File: src/rtl/uart_rx_control.sv
// uart_rx_control
//   UART receive engine. Recovers frames from the serial line produced by the
//   matching transmit controller and holds one received byte for the host.
//   The host consumes the byte with a one-cycle read strobe.
//
// Ports
//   clk_in          system clock
//   reset_in        synchronous, active-high reset
//   enable_in       receiver enable; low forces the engine back to IDLE
//   rx_in           asynchronous serial line, idle high
//   clk_div_baud_in clock cycles per bit (clamped to a minimum of 4)
//   d_num_in        0 = 8 data bits, 1 = 7 data bits
//   parity_in       00/11 none, 01 odd, 10 even
//   s_num_in        0 = 1 stop bit, 1 = 2 stop bits
//   rd_in           read strobe: clears the held byte's ready and flags
//   data_out        held byte (bit 7 = 0 in 7-bit mode)
//   rx_rdy_out      an unread byte is held
//   parity_err_out  parity mismatch on the held byte
//   frame_err_out   a stop bit of the held byte was sampled low
//   overrun_out     sticky: a frame arrived while a byte was still unread
module uart_rx_control #(
  parameter int SYNC_STAGES = 2
) (
  input  logic        clk_in,
  input  logic        reset_in,
  input  logic        enable_in,
  input  logic        rx_in,
  input  logic [31:0] clk_div_baud_in,
  input  logic        d_num_in,
  input  logic [1:0]  parity_in,
  input  logic        s_num_in,
  input  logic        rd_in,
  output logic [7:0]  data_out,
  output logic        rx_rdy_out,
  output logic        parity_err_out,
  output logic        frame_err_out,
  output logic        overrun_out
);

  localparam logic [2:0] S_IDLE   = 3'd0;
  localparam logic [2:0] S_START  = 3'd1;
  localparam logic [2:0] S_DATA   = 3'd2;
  localparam logic [2:0] S_PARITY = 3'd3;
  localparam logic [2:0] S_STOP   = 3'd4;

  // Parity error for a received word: odd mode wants an odd total count of
  // ones over data plus parity bit, even mode an even count.
  function automatic logic parity_error(input logic [7:0] data,
                                        input logic       pbit,
                                        input logic [1:0] mode);
    logic sum;
    sum = (^data) ^ pbit;
    case (mode)
      2'b01:   parity_error = ~sum;
      2'b10:   parity_error = sum;
      default: parity_error = 1'b0;
    endcase
  endfunction

  // Synchronizer; all flops idle high so reset never looks like a start bit.
  logic [SYNC_STAGES-1:0] sync_q;
  logic                   rxs;

  always_ff @(posedge clk_in) begin
    if (reset_in) sync_q <= '1;
    else          sync_q <= {sync_q[SYNC_STAGES-2:0], rx_in};
  end

  assign rxs = sync_q[SYNC_STAGES-1];

  // Frame FSM state and per-frame configuration
  logic [2:0]  state_q, state_d;
  logic [31:0] cnt_q, cnt_d;
  logic [31:0] div_q, div_d;
  logic        dnum_q, dnum_d;
  logic [1:0]  par_q, par_d;
  logic        snum_q, snum_d;
  logic [2:0]  bit_q, bit_d;
  logic [7:0]  sh_q, sh_d;
  logic        pbit_q, pbit_d;
  logic        stop_q, stop_d;
  logic        ferr_acc_q, ferr_acc_d;

  // Host-visible holding registers
  logic [7:0]  data_q, data_d;
  logic        rdy_q, rdy_d;
  logic        perr_q, perr_d;
  logic        ferr_q, ferr_d;
  logic        ovr_q, ovr_d;

  logic [31:0] div_eff;
  logic        expire;
  logic        par_en;
  logic        frame_done;
  logic [7:0]  frame_data;
  logic        frame_perr;
  logic        frame_ferr;

  assign div_eff = (clk_div_baud_in < 32'd4) ? 32'd4 : clk_div_baud_in;
  assign expire  = (cnt_q == 32'd1);
  assign par_en  = (par_q == 2'b01) || (par_q == 2'b10);

  // In 7-bit mode only seven shifts happened, so the word sits in sh_q[7:1].
  assign frame_data = dnum_q ? {1'b0, sh_q[7:1]} : sh_q;
  assign frame_perr = parity_error(frame_data, pbit_q, par_q);
  assign frame_ferr = ferr_acc_q | ~rxs;

  always_comb begin
    state_d    = state_q;
    cnt_d      = (state_q == S_IDLE) ? cnt_q : cnt_q - 32'd1;
    div_d      = div_q;
    dnum_d     = dnum_q;
    par_d      = par_q;
    snum_d     = snum_q;
    bit_d      = bit_q;
    sh_d       = sh_q;
    pbit_d     = pbit_q;
    stop_d     = stop_q;
    ferr_acc_d = ferr_acc_q;
    frame_done = 1'b0;

    case (state_q)
      S_IDLE: begin
        if (enable_in && !rxs) begin
          state_d = S_START;
          cnt_d   = div_eff >> 1;
          div_d   = div_eff;
          dnum_d  = d_num_in;
          par_d   = parity_in;
          snum_d  = s_num_in;
        end
      end
      S_START: begin
        if (expire) begin
          if (rxs) begin
            state_d = S_IDLE;
          end else begin
            state_d = S_DATA;
            cnt_d   = div_q;
            bit_d   = 3'd0;
          end
        end
      end
      S_DATA: begin
        if (expire) begin
          sh_d  = {rxs, sh_q[7:1]};
          cnt_d = div_q;
          bit_d = bit_q + 3'd1;
          if (bit_q == (dnum_q ? 3'd6 : 3'd7)) begin
            state_d    = par_en ? S_PARITY : S_STOP;
            stop_d     = 1'b0;
            ferr_acc_d = 1'b0;
          end
        end
      end
      S_PARITY: begin
        if (expire) begin
          pbit_d  = rxs;
          cnt_d   = div_q;
          state_d = S_STOP;
        end
      end
      S_STOP: begin
        if (expire) begin
          if (snum_q && !stop_q) begin
            stop_d     = 1'b1;
            ferr_acc_d = ~rxs;
            cnt_d      = div_q;
          end else begin
            frame_done = 1'b1;
            state_d    = S_IDLE;
          end
        end
      end
      default: state_d = S_IDLE;
    endcase

    // Disabling aborts any frame in flight, including one about to complete.
    if (!enable_in) begin
      state_d    = S_IDLE;
      frame_done = 1'b0;
    end
  end

  always_comb begin
    data_d = data_q;
    rdy_d  = rdy_q;
    perr_d = perr_q;
    ferr_d = ferr_q;
    ovr_d  = ovr_q;
    if (frame_done) begin
      // A read in the completion cycle frees the holding register in time.
      if (!rdy_q || rd_in) begin
        data_d = frame_data;
        perr_d = frame_perr;
        ferr_d = frame_ferr;
        rdy_d  = 1'b1;
        if (rd_in) ovr_d = 1'b0;
      end else begin
        ovr_d = 1'b1;
      end
    end else if (rd_in) begin
      rdy_d  = 1'b0;
      perr_d = 1'b0;
      ferr_d = 1'b0;
      ovr_d  = 1'b0;
    end
  end

  always_ff @(posedge clk_in) begin
    if (reset_in) begin
      state_q <= S_IDLE;
      cnt_q   <= 32'd0;
      data_q  <= 8'h00;
      rdy_q   <= 1'b0;
      perr_q  <= 1'b0;
      ferr_q  <= 1'b0;
      ovr_q   <= 1'b0;
    end else begin
      state_q <= state_d;
      cnt_q   <= cnt_d;
      data_q  <= data_d;
      rdy_q   <= rdy_d;
      perr_q  <= perr_d;
      ferr_q  <= ferr_d;
      ovr_q   <= ovr_d;
    end
  end

  // Frame datapath: only meaningful while a frame is in progress.
  always_ff @(posedge clk_in) begin
    div_q      <= div_d;
    dnum_q     <= dnum_d;
    par_q      <= par_d;
    snum_q     <= snum_d;
    bit_q      <= bit_d;
    sh_q       <= sh_d;
    pbit_q     <= pbit_d;
    stop_q     <= stop_d;
    ferr_acc_q <= ferr_acc_d;
  end

  assign data_out       = data_q;
  assign rx_rdy_out     = rdy_q;
  assign parity_err_out = perr_q;
  assign frame_err_out  = ferr_q;
  assign overrun_out    = ovr_q;

endmodule

File: config.mk
export PLATFORM = sky130hd
export DESIGN_NAME = uart_rx_control
export DESIGN_NICKNAME = d
export VERILOG_FILES = /design/src/rtl/uart_rx_control.sv
export SDC_FILE = /design/constraint.sdc
export NUM_CORES = 1
export LEC_CHECK = 0
export ABC_CLOCK_PERIOD_IN_PS = 5000
export BUFFER_PORTS_ARGS = -buffer_cell sky130_fd_sc_hd__buf_4
export CAP_MARGIN = 20
export CORE_MARGIN = 2
export CORE_UTILIZATION = 63
export DETAILED_ROUTE_END_ITERATION = 6
export GPL_TIMING_DRIVEN = 0
export HOLD_SLACK_MARGIN = 0.15
export MAX_ROUTING_LAYER = met4
export PLACE_DENSITY = 0.81
export SETUP_SLACK_MARGIN = 0.02
export SLEW_MARGIN = 40
export SYNTH_ARGS = -nofsm -noshare
export SYNTH_HDL_FRONTEND = slang
export SYNTH_SLANG_ARGS = --single-unit
File: constraint.sdc
create_clock -name clk_in -period 5 [get_ports clk_in]
set_input_delay 0.25 -clock clk_in [delete_from_list [all_inputs] [get_ports clk_in]]
set_output_delay 0.25 -clock clk_in [all_outputs]
set_load 0.1 [all_outputs]
---- After elaboration in Yosys (flattened, before gate mapping) ----
Cells that the tools add are included.
Widths: inputs -> output; s select.
word-level totals
  bits in registers ....................... 99
  input port bits ......................... 41
  output and inout bits ................... 12
  word-level logic and storage cells ...... 114
cells by class
  add/sub/neg operators ................... 2
  $lt $le $gt $ge ......................... 1
  equality and inequality tests ........... 18
  mux-type cells .......................... 48
  bitwise operators ....................... 5
  reduce and logical (&&, ||, !) cells .... 22
operator list
  operator               number
  $mux 32                8
  $pmux 32 s4            1
  $mux 3                 11
  $eq 32x1->1 const B    1
  $lt 32x3->1 const B    1
  $sub 32x1->32 const B  1
  $mux 1                 21
  $ne 2x2->1 const B     8
  $pmux 3 s5             1
  $reduce_and 2->1       5
  $mux 8                 1
  $reduce_xor 8->1       1
  $reduce_and 7->1       1
  $eq 3x2->1 const B     2
  $pmux 1 s2             3
  $pmux 3 s2             1
  $reduce_bool 2->1      3
  $reduce_and 5->1       1
  $ne 2x1->1 const B     2
  $reduce_and 4->1       1
  $reduce_or 2->1        2
  $add 3x1->3 const B    1
  $eq 3x1->1 const B     1
  $eq 3x3->1             1
  other kinds (11)       17

---- Logic depth before layout (Yosys ltp) ----
  depth after elaboration ................. 8
  mapped depth ............................ 9
  gate-level depth less buffers ........... 8

---- Worst setup path after synthesis ----
OpenSTA, ideal clock, no wires.
  path kind ............................... register to register
  from .................................... register state_q[2]
  to ...................................... register cnt_q[27]
  setup time .............................. 0.072 ns
  arrival time ............................ 2.712 ns
  required time ........................... 4.928 ns
  slack ................................... 2.216 ns
  stages on the path, launching flop included .. 7
  path buffers ............................ 2
  clock period less this slack ............ 2.784 ns
  path through ............................ dfxtp_1 or3_1 clkbuf_1 nor2_1 clkbuf_1 a22oi_1 a21oi_1
between the ends
  longest elaborated chain between the ends .. 5
  elaborated cells on any way between the ends .. 14
  classes of those cells .................. eq/ne (4); mux (8); reduce/logical (2)
RTL lines
  item                               line      text
  start: declaration                 72        logic [2:0] state_q, state_d;
  start signal: assignment           220       state_q <= state_d;
  $logic_not 3->1                    110, 122
  $mux 32                            110       cnt_d = (state_q == S_IDLE) ? cnt_q : cnt_q - 32'd1;
  $mux 32, on equally long branches  165, 135
  $mux 32, on equally long branches  164, 134
  $pmux 32 s4 *                      122       case (state_q)
  end signal: assignment             221       cnt_q <= cnt_d;
  end: declaration                   73        logic [31:0] cnt_q, cnt_d;
Mark *: on every way between the ends. The rest lies on a longest branch, timed or not.
A chain may end at the register's enable or synchronous reset.

---- Worst setup path after layout ----
  from .................................... register cnt_q[12]
  to ...................................... register sh_q[0] (enable)
between the ends
  longest elaborated chain between the ends .. 2
RTL lines
  item                               line  text
  $eq 32x1->1                        100   assign expire = (cnt_q == 32'd1);
  $reduce_and 2->1 (no source line)  --
  end signal: assignment             237   sh_q <= sh_d;
  end: declaration                   79    logic [7:0] sh_q, sh_d;
Every way passes these cells.

==> key figures <==
Drt
  • Initial DRC count: 193
  • Wire per inst: 17.2 um
  • Vias per cell: 5.92
  • Via count: 3918
  • Detailed Routing Iterations Pass 1: 5
  • # DRC: 0
  • Post-DRT Antenna Nets: 0
  • Drt total wl: approximately 11000 um

Die
  • Die Area: 8410 um^2
  • FP Rows: 31
  • Core area: 7370 um^2
  • Die width: 91.7 um
  • Die H: 91.7 um
  • Starting Density: 65.8%
  • IO Pins: 53

Global route
  • Global-route wire length before repair: 18800 um
  • Pin count of the biggest net entering global routing: 34
  • Initial antenna violation count: 0
  • GR Util All Layers: slightly below 30%
  • Vias in the first global route: 3911
  • GRT overflow: 0

Synthesis
  • Synth Register Bits: 99
  • Yosys cell types: 58
  • Syn Area/Cell: about 10 um^2
  • Post-synth ARST share: 0%
  • Synth area leaders: edfxtp_1 31%, dfxtp_1 20%, xnor2_1 5.6%, a22oi_1 4.5%, a21oi_1 4.2%
  • Post-synth top flop: edfxtp_1
  • Number of synthesized flops with an enable pin: 50
  • Syn Inst Count: 486
  • Syn nets: 532
  • Synthesized area: 4850 um^2
  • Cell taking the most area after synthesis: edfxtp_1
  • Yosys warnings: 0
  • Area share of the largest cell type after synthesis: 31.0%
  • Seq/Total Area, Yosys: 51.2%

Power
  • Switching share of power: 25.3%
  • Combinational power share: between 10 and 15%
  • Power Internal: 0.00116 W
  • Clock Power Share: around a third
  • Flop pwr share: 56.6%
  • Static Leakage: 1.95 nW
  • Switching power: 0.000393 W
  • Worst vdd ir: 0.194 mV
  • Pwr Density: 275 nW/um^2

Placement
  • Final Wtd Congestion: 0.850
  • I/O Buffers: 52
  • Post-DP HPWL: roughly 8000 um

Timing
  • Final Max Tran Viols: 0
  • Slew @ Worst Pin: 0.770 ns
  • Final Skew: 0.00965 ns
  • Slew margin rel.: 48.6%
  • F_max: 370 MHz
  • Endpoints failing hold: 0
  • Endpoints failing setup: 0
  • Fin crit period: 2.70 ns
  • Final Cycle Share: 54.1%
  • Final setup TNS: 0 ns
  • RSZ-0062 raised after global routing: false

Clock tree
  • Post-CTS Resized: 0
  • Clock tree buffer depth: 2
  • Worst skew pair latency: 0.36 ns
  • Sink Count: 99
  • CTS Buf Count: 9
  • H-tree depth: 3
  • CTS tree: done
  • Clock root buffer: clkbuf_8
  • Clk slew on worst S/H paths: roughly 0.10 ns

Layout
  • Utilization after layout: 76.8%
  • # nets final: 604
  • Layout area overhead: 16.8%
  • # diodes: 0
  • Ratio of cells with drive above 1 in the final layout: 17.8%

Worst setup path
  • Critical path class: flop to flop
  • Worst Path Max Fanout: 10
  • Critical Path AT: 2.71 ns
  • CP Data Required Time: 5.00 ns
  • Worst setup SP type: flop
  • Critical Path End Type: flop

Flow run
  • Max-Cap Viols: 0

Run status
  • Status: completed

Hold path
  • Worst min-delay path class: primary input to flop
[power by group through the flow]
| stage | Combinational (W) | Sequential (W) | Clock (W) |
|---|---|---|---|
| final | 0.000170 | 0.000880 | 0.000505 |
| after global routing | 0.000185 | 0.000882 | 0.000535 |
| after CTS | 0.000168 | 0.000879 | 0.000508 |
| after detailed placement | 0.000161 | 0.000898 | 0 |
| after global placement | 0.000156 | 0.000897 | 0 |
| after floorplan | 0.000104 | 0.000895 | 0 |
[cells in the mapped netlist, types with 3 or more instances]
cell,instances
inv_1,9
or4_4,3
xnor2_1,31
o31ai_1,3
clkbuf_1,44
nor3_1,8
a21oi_1,41
or3_1,3
a22oi_1,29
a21o_1,4
dfxtp_1,49
nand3_1,11
nand2_1,51
a211oi_1,5
or2_2,3
nand4_1,4
nor2b_1,4
o22ai_1,7
nor4_1,12
ha_1,5
mux2_2,6
nand2b_1,11
o21ai_0,7
edfxtp_1,50
nand4b_1,3
xor2_1,8
nor2_1,32
nand3b_1,5
buf_2,4
[metal layers]
layer	vias up	global-route usage (%)	part of all wire, %
met1	1896	35.6	43
met2	127	49.0	50
met4	0	10.9	2.0
li1	1879	-	-
met5	-	-	0
met3	16	3.62	5.2
[path summary, 6_finish.rpt]
path	startpoint	slack, ns	end	depth (start not counted)
worst max register to register	cnt_q[12]	2.30	sh_q[0]	5
worst min-delay path	clk_div_baud_in[21]	0.15	div_q[21]	2
worst min register to register	sync_q[0]	0.44	sync_q[1]	1
worst max-delay path	cnt_q[12]	2.30	sh_q[0]	5
[cell usage in the layout, fill, tap and decap left out, types with 5 or more instances in the layout]
master / n
clkbuf_8: 11
a21oi_1: 41
nor3_1: 8
a211oi_1: 5
nor4_1: 12
xor2_1: 8
nand2_1: 51
o22ai_1: 7
mux2_2: 6
clkbuf_1: 43
buf_4: 52
nor2_1: 32
nand3b_1: 5
edfxtp_1: 50
dfxtp_1: 49
nand3_1: 11
inv_1: 9
ha_1: 5
dlygate4sd3_1: 8
o21ai_0: 7
xnor2_1: 31
nand2b_1: 11
a22oi_1: 29
[flip-flops by register name (all words and copies together) (netlist names), 2 cells and up]
signal    count
bit_q         3
cnt_q        32
data_out      8
div_q        32
par_q         2
sh_q          8
state_q       3
sync_q        2
[kinds of logic after synthesis]
logic type | Yosys count | share of synthesized area [%]
and+or+nand+nor | 166 | 18.8
DFF | 99 | 51.2
xor gates and xnor gates | 39 | 7.05
buffers and inverters | 59 | 4.98
adders and majority gates | 5 | 1.29
AOI/OAI and AO/OA | 111 | 15.0
muxes | 7 | 1.60
[critical path, stage by stage, from the launching register on]
cell and delay [ns]:
dfxtp_1 0.33, or4_4 0.57, nor4b_4 0.41, buf_6 0.20
nand4_2 0.24, nor2_1 0.60
[stage by stage]
step | setup WS [ns] | instances | power [W] | hold slack (ns) | area (um^2)
CTS | 2.28 | 662 | 0.00155 | 0.150 | 5660
detailed placement | 2.30 | 638 | 0.00106 | 0.419 | 5380
finish | 2.30 | 662 | 0.00156 | 0.152 | 5660
global route | 2.16 | 662 | 0.00160 | 0.155 | 5660
floorplan | 2.22 | 486 | 0.000999 | 0.329 | 4850
global placement | 1.29 | 637 | 0.00105 | 0.400 | 5360
[layout make-up]
cell class / count / area [um^2]
clock inverter: 5 / 45.0
timing repair buffer: 61 / 490
sequential: 99 / 2480
buffer: 50 / 211
multi-input combinational: 328 / 2120
inverter: 9 / 33.8
tap: 99 / 124
fill: 502 / 1710
clock buffer: 11 / 151
[timing repair]
action	4_1_cts	5_1_grt
hold endpoints to repair	8	0
hold buffers	8	0
setup buffers	0	0
endpoints found under the setup margin	0	0
Note: power is estimated with default switching activity, not from simulation.
